**src/rtl/game_sprite_motion_if.sv**
```systemverilog
// Strobe, raster and status bundle between the game master FSM and one sprite motion engine.
interface game_sprite_motion_if #(
    parameter int X_WIDTH = 10,
    parameter int Y_WIDTH = 10
);
    logic                      write_xy;
    logic                      write_dxy;
    logic                      enable_update;
    logic [X_WIDTH-1:0]        pixel_x;
    logic [Y_WIDTH-1:0]        pixel_y;
    logic signed [X_WIDTH:0]   sprite_x;
    logic signed [Y_WIDTH:0]   sprite_y;
    logic                      within_screen;
    logic                      pixel_hit;

    modport master (
        output write_xy, write_dxy, enable_update, pixel_x, pixel_y,
        input  sprite_x, sprite_y, within_screen, pixel_hit
    );

    modport slave (
        input  write_xy, write_dxy, enable_update, pixel_x, pixel_y,
        output sprite_x, sprite_y, within_screen, pixel_hit
    );
endinterface

```
**src/rtl/game_sprite_motion.sv**
```systemverilog
// Per-sprite position/velocity engine with on-screen freeze and registered pixel hit.
// Define GAME_SPRITE_VSYNC_TICK_EN to step on an external vsync_tick instead of the STROBE_DIV divider.
module game_sprite_motion #(
    parameter int X_WIDTH       = 10,
    parameter int Y_WIDTH       = 10,
    parameter int D_WIDTH       = 3,
    parameter int SCREEN_WIDTH  = 640,
    parameter int SCREEN_HEIGHT = 480,
    parameter int SPRITE_W      = 8,
    parameter int SPRITE_H      = 8,
    parameter int START_X       = 320,
    parameter int START_Y       = 400,
    parameter int START_DX      = 1,
    parameter int START_DY      = -1,
    parameter int STROBE_DIV    = 4
) (
    input  logic                 clk,
    input  logic                 reset,
    game_sprite_motion_if.slave  bus
`ifdef GAME_SPRITE_VSYNC_TICK_EN
    ,
    input  logic                 vsync_tick
`endif
);
    localparam int XE = X_WIDTH + 2;
    localparam int YE = Y_WIDTH + 2;

    localparam logic signed [X_WIDTH:0]   X_INIT  = (X_WIDTH+1)'(START_X);
    localparam logic signed [Y_WIDTH:0]   Y_INIT  = (Y_WIDTH+1)'(START_Y);
    localparam logic signed [D_WIDTH-1:0] DX_INIT = D_WIDTH'(START_DX);
    localparam logic signed [D_WIDTH-1:0] DY_INIT = D_WIDTH'(START_DY);
    localparam logic signed [XE-1:0]      SPR_W   = XE'(SPRITE_W);
    localparam logic signed [YE-1:0]      SPR_H   = YE'(SPRITE_H);
    localparam logic signed [XE-1:0]      SCR_W   = XE'(SCREEN_WIDTH);
    localparam logic signed [YE-1:0]      SCR_H   = YE'(SCREEN_HEIGHT);

    logic signed [X_WIDTH:0]   x;
    logic signed [Y_WIDTH:0]   y;
    logic signed [D_WIDTH-1:0] dx;
    logic signed [D_WIDTH-1:0] dy;
    logic                      within_screen;
    logic                      pixel_hit;
    logic                      tick;

    logic signed [X_WIDTH:0]   dx_ext;
    logic signed [Y_WIDTH:0]   dy_ext;
    logic signed [XE-1:0]      x_lo, x_hi, px;
    logic signed [YE-1:0]      y_lo, y_hi, py;
    logic                      on_screen;
    logic                      hit_next;

    assign dx_ext = {{(X_WIDTH+1-D_WIDTH){dx[D_WIDTH-1]}}, dx};
    assign dy_ext = {{(Y_WIDTH+1-D_WIDTH){dy[D_WIDTH-1]}}, dy};

    // Extra headroom bit so x+SPRITE_W cannot overflow near the right edge.
    assign x_lo = {x[X_WIDTH], x};
    assign y_lo = {y[Y_WIDTH], y};
    assign x_hi = x_lo + SPR_W;
    assign y_hi = y_lo + SPR_H;
    assign px   = {2'b00, bus.pixel_x};
    assign py   = {2'b00, bus.pixel_y};

    always_comb begin
        on_screen = 1'b0;
        hit_next  = 1'b0;
        on_screen = !x[X_WIDTH] && (x_hi <= SCR_W) && !y[Y_WIDTH] && (y_hi <= SCR_H);
        hit_next  = (px >= x_lo) && (px < x_hi) && (py >= y_lo) && (py < y_hi);
    end

`ifdef GAME_SPRITE_VSYNC_TICK_EN
    assign tick = bus.enable_update & within_screen & vsync_tick;
`else
    localparam int CW = (STROBE_DIV > 1) ? $clog2(STROBE_DIV) : 1;
    localparam logic [CW-1:0] CNT_LAST = CW'(STROBE_DIV - 1);

    logic [CW-1:0] step_cnt;
    logic          step_en;

    assign step_en = bus.enable_update & within_screen;
    assign tick    = step_en & (step_cnt == CNT_LAST);

    always_ff @(posedge clk or posedge reset) begin
        if (reset) begin
            step_cnt <= '0;
        end else if (bus.write_xy) begin
            step_cnt <= '0;
        end else if (step_en) begin
            step_cnt <= (step_cnt == CNT_LAST) ? '0 : step_cnt + 1'b1;
        end
    end
`endif

    always_ff @(posedge clk or posedge reset) begin
        if (reset) begin
            x             <= X_INIT;
            y             <= Y_INIT;
            dx            <= '0;
            dy            <= '0;
            within_screen <= 1'b1;
            pixel_hit     <= 1'b0;
        end else begin
            // A tick coinciding with write_dxy still moves by the old velocity.
            if (bus.write_xy) begin
                x <= X_INIT;
                y <= Y_INIT;
            end else if (tick) begin
                x <= x + dx_ext;
                y <= y + dy_ext;
            end
            if (bus.write_dxy) begin
                dx <= DX_INIT;
                dy <= DY_INIT;
            end
            within_screen <= on_screen;
            pixel_hit     <= hit_next;
        end
    end

    assign bus.sprite_x      = x;
    assign bus.sprite_y      = y;
    assign bus.within_screen = within_screen;
    assign bus.pixel_hit     = pixel_hit;
endmodule

```
**src/flat_wrapper.sv**
```systemverilog
// flat-port wrapper written by rule: the top's interface ports become plain ports
module game_sprite_motion_flat 
#(
    parameter int X_WIDTH       = 10,
    parameter int Y_WIDTH       = 10,
    parameter int D_WIDTH       = 3,
    parameter int SCREEN_WIDTH  = 640,
    parameter int SCREEN_HEIGHT = 480,
    parameter int SPRITE_W      = 8,
    parameter int SPRITE_H      = 8,
    parameter int START_X       = 320,
    parameter int START_Y       = 400,
    parameter int START_DX      = 1,
    parameter int START_DY      = -1,
    parameter int STROBE_DIV    = 4
)
  (clk, reset, bus_write_xy, bus_write_dxy, bus_enable_update, bus_pixel_x, bus_pixel_y, bus_sprite_x, bus_sprite_y, bus_within_screen, bus_pixel_hit);
  game_sprite_motion_if #(.X_WIDTH(X_WIDTH), .Y_WIDTH(Y_WIDTH)) bus_i ();
  input  logic clk;
  input  logic reset;
  input wire logic [$bits(bus_i.write_xy)-1:0] bus_write_xy;
  input wire logic [$bits(bus_i.write_dxy)-1:0] bus_write_dxy;
  input wire logic [$bits(bus_i.enable_update)-1:0] bus_enable_update;
  input wire logic [$bits(bus_i.pixel_x)-1:0] bus_pixel_x;
  input wire logic [$bits(bus_i.pixel_y)-1:0] bus_pixel_y;
  output wire logic [$bits(bus_i.sprite_x)-1:0] bus_sprite_x;
  output wire logic [$bits(bus_i.sprite_y)-1:0] bus_sprite_y;
  output wire logic [$bits(bus_i.within_screen)-1:0] bus_within_screen;
  output wire logic [$bits(bus_i.pixel_hit)-1:0] bus_pixel_hit;
  assign bus_i.write_xy = bus_write_xy;
  assign bus_i.write_dxy = bus_write_dxy;
  assign bus_i.enable_update = bus_enable_update;
  assign bus_i.pixel_x = bus_pixel_x;
  assign bus_i.pixel_y = bus_pixel_y;
  assign bus_sprite_x = bus_i.sprite_x;
  assign bus_sprite_y = bus_i.sprite_y;
  assign bus_within_screen = bus_i.within_screen;
  assign bus_pixel_hit = bus_i.pixel_hit;
  game_sprite_motion #(.X_WIDTH(X_WIDTH), .Y_WIDTH(Y_WIDTH), .D_WIDTH(D_WIDTH), .SCREEN_WIDTH(SCREEN_WIDTH), .SCREEN_HEIGHT(SCREEN_HEIGHT), .SPRITE_W(SPRITE_W), .SPRITE_H(SPRITE_H), .START_X(START_X), .START_Y(START_Y), .START_DX(START_DX), .START_DY(START_DY), .STROBE_DIV(STROBE_DIV)) u_core (.clk(clk), .reset(reset), .bus(bus_i));
endmodule
```
**config.mk**
```make
export PLATFORM = sky130hd
export DESIGN_NAME = game_sprite_motion_flat
export DESIGN_NICKNAME = d
export VERILOG_FILES = /design/src/rtl/game_sprite_motion_if.sv /design/src/rtl/game_sprite_motion.sv /design/src/flat_wrapper.sv
export SDC_FILE = /design/constraint.sdc
export NUM_CORES = 1
export LEC_CHECK = 0
export CORE_MARGIN = 2
export CORE_UTILIZATION = 54
export DETAILED_ROUTE_END_ITERATION = 16
export PLACE_DENSITY = 0.87
export SLEW_MARGIN = 20
export SYNTH_ARGS = -nofsm -noshare
export SYNTH_HDL_FRONTEND = slang
export SYNTH_SLANG_ARGS = --single-unit
```
**constraint.sdc**
```tcl
create_clock -name clk -period 3.3 [get_ports clk]
set_clock_uncertainty 0.05 [all_clocks]
set_input_delay 0.66 -clock clk [delete_from_list [all_inputs] [get_ports clk]]
set_output_delay 0.66 -clock clk [all_outputs]
set_load 0.01 [all_outputs]
```
==> flow_summary.ini <==
[critical_path]
crit_path_start = u_core.dy[0]$_DFFE_PP0P_
worst-path-buf-inv = 0
crit_family = compound AO/OA/AOI/OAI gates
cp-end-kind = flip-flop
path_cells = ha_1 > fa_1 > a21o_1 > a221o_1 > o221ai_1 > xor2_1 > or3_1 > a21oi_1
rrSetupSlack_ns = 0.56
worstPathArrival_ns = 2.90
path_max_fanout = 14
r2r-start = u_core.dy[0]$_DFFE_PP0P_
cp-start-kind = flip-flop
cp_data_required_time_ns = 3.46
slowest_delay_ns = 0.59
critPathKind = flip-flop to flip-flop
r2r_end = u_core.bus.sprite_y[10]$_DFFE_PP0P_
r2r_cells = 8
slowest_stage = dfrtp_1

[timing]
setup_viol = 0
max_freq_mhz = 365
final.period_utilization_pct = 83.0
tightest_slew_ns = 0.934
hold_viol_final = 0
final_max_slew_viol_count = 0
finalSetupTns_ns = 0
max_slew_margin_pct = 37.6
grt_setup_unrepaired = no
fin_crit_ns = 2.74

[logic_synthesis]
avgSynthCellArea_um2 = 8.58
yosys_register_bits = 27
synth_cell_types = 45
syn_area_um2 = 2690
ys_seq_area_share_pct = 25.4
yosysTopAreaCell = ha_1
synthTopCellsByCount = 48 x ha_1, 30 x nand2_1, 25 x nor2_1
yosys_most_used_dff = dfrtp_1
syn_nets = 387
synthArstFlopShare_pct = 100
syn_inst = 313
ys_warn_count = 0
synth_edf_count = 0
post-synth-top-count-cell = ha_1
yosysTopAreaCellShare_pct = 22.4
yosys-top-cells-area = ha_1 22%, dfrtp_1 20%, xnor2_1 7.2%

[cells_and_area]
multi_input_area_um2 = 1890
layout-drive-gt1-share_pct = 4.97
nets = 437
synthToLayoutAreaGrowth_pct = 22.7
diodes = 0
nFillCells = 389
register_area_um2 = 683

[power]
power_uw = 678
p_leak_nw = 1.41
powerDensity_nw_per_um2 = 206
peakVddDrop_mv = 0.152

[clock_network]
h-tree-depth = 1
path_clk_slew_ns = 0.11
holdBufCountCts = 0
clock_latency_ns = 0.30
cts_root_buffer = clkbuf_8
post-cts-setup-buffers = 0
cts_resized = 0
clkSinkCount = 27
cts_buffers = 3
cts_buffer_depth = 2
cts_tree = yes

[global_route]
grt-ovfl-total = 0
grt_max_degree = 28
track_usage_pct = 24.8
antenna_found_initial = 0
grt_pass1_vias = 2343
grt_pass1_wl_um = 10700

[hold_path]
hold_start = u_core.step_cnt[1]$_DFFE_PP0P_
hold_path.class = flip-flop to flip-flop
hold_end = u_core.step_cnt[1]$_DFFE_PP0P_
min_path_cells = 2

[placed_design]
hpwl_um = 5010
gp_congestion = 0.945
port_buffers = 48

[drt]
drt_wl_total_um = 6310
ant_nets = 0
num_vias = 2429
viasPerCell = 5.66
drc = 0
drt_pass1_iterations = 4
wl_per_cell_um = 14.7
drtIter0Drc = 172

[die]
fp.dieW_um = 74.5
die_area_um2 = 5550
start_util_pct = 56.5
io_pins = 49
die_y_um = 74.5
rows = 25
core_region_area_um2 = 4750

[status]
status = finished, final reports clean

[flow_run]
max_cap_violations = 0
==> per-layer routing <==
metal,wire length (um),track usage [%]
met1,3000,33.8
met2,3010,41.6
met3,203,2.17
met4,98,8.53
met5,0,0
==> metrics by stage <==
step / hold slack [ns] / instance area [um^2] / std cells / setup WS (ns) / util (%)
floorplan: 0.456 / 2690 / 313 / 0.792 / -
global placement: 0.468 / 3250 / 425 / 0.654 / 68.3
detailed placement: 0.478 / 3250 / 425 / 0.599 / 68.3
CTS: 0.494 / 3290 / 429 / 0.574 / 69.3
global route: 0.533 / 3290 / 429 / 0.370 / 69.3
finish: 0.492 / 3290 / 429 / 0.561 / 69.3
==> power breakdown <==
group	switching [mW]	total [mW]	internal (mW)	leakage, nW
clock network	0.118	0.205	0.0864	0.0217
logic	0.0642	0.134	0.0694	1.04
registers	0.00414	0.339	0.335	0.350
total	0.187	0.678	0.491	1.41
==> cells by family (layout without fill, tap and decap cells) <==
group,count (synthesis),in the layout,share of synthesized area [%]
compound gates,76,76,19.6
buf+inv,29,78,4.05
xor+xnor,29,29,9.46
simple gates,103,103,18.3
flops,27,27,25.4
fa+ha+maj,49,49,23.1
==> sequential cells by signal, indices dropped and copies added, names as in the netlist <==
name	cells
u_core.dy	1
u_core.bus.within_screen	1
u_core.step_cnt	2
u_core.bus.sprite_x	11
u_core.bus.pixel_hit	1
u_core.bus.sprite_y	11
==> worst max path at each step <==
stage	slack (ns)	endpoint	cells past startpoint
global route	0.37	u_core.bus.sprite_y[10]$_DFFE_PP0P_	8
global placement	0.65	u_core.bus.sprite_y[10]$_DFFE_PP0P_	8
detailed placement	0.60	u_core.bus.sprite_y[10]$_DFFE_PP0P_	8
floorplan	0.79	u_core.bus.sprite_y[10]$_DFFE_PP0P_	8
finish	0.56	u_core.bus.sprite_y[10]$_DFFE_PP0P_	8
CTS	0.57	u_core.bus.sprite_y[10]$_DFFE_PP0P_	8
==> tightest hold or removal path, stage by stage, from the launching register on <==
cell,delay (ns)
dfrtp_1,0.40
nand2_1,0.06
a21oi_1,0.05
==> layout make-up <==
type	instances	area share [%]
clock inverter	1	0.228
timing repair buffer	50	15.0
inverter	24	2.73
sequential	27	20.7
tap	67	2.54
clock buffer	3	1.25
multi-input combinational	257	57.5
==> cells in the final DEF (no fill, tap or decap), types with 2 or more instances in the layout <==
cell             instances
nor2_1                  25
o211ai_1                 4
o2111ai_1                2
a211oi_1                 7
clkdlybuf4s50_1         48
nand2_1                 30
nand3_1                 14
o21bai_1                 2
or3_1                    6
a21oi_1                 23
inv_1                   24
dfstp_2                  6
nand4_1                  2
and3_1                   5
or2_2                    3
nor3_1                   7
a21o_1                   4
a31oi_1                  5
xor2_1                   7
o21ai_0                 11
clkbuf_8                 3
a211o_1                  3
buf_4                    2
ha_1                    48
dfrtp_1                 21
o21a_1                   4
xnor2_1                 22
nor2b_1                  4
No activity file was read; power rests on OpenSTA's default activity.
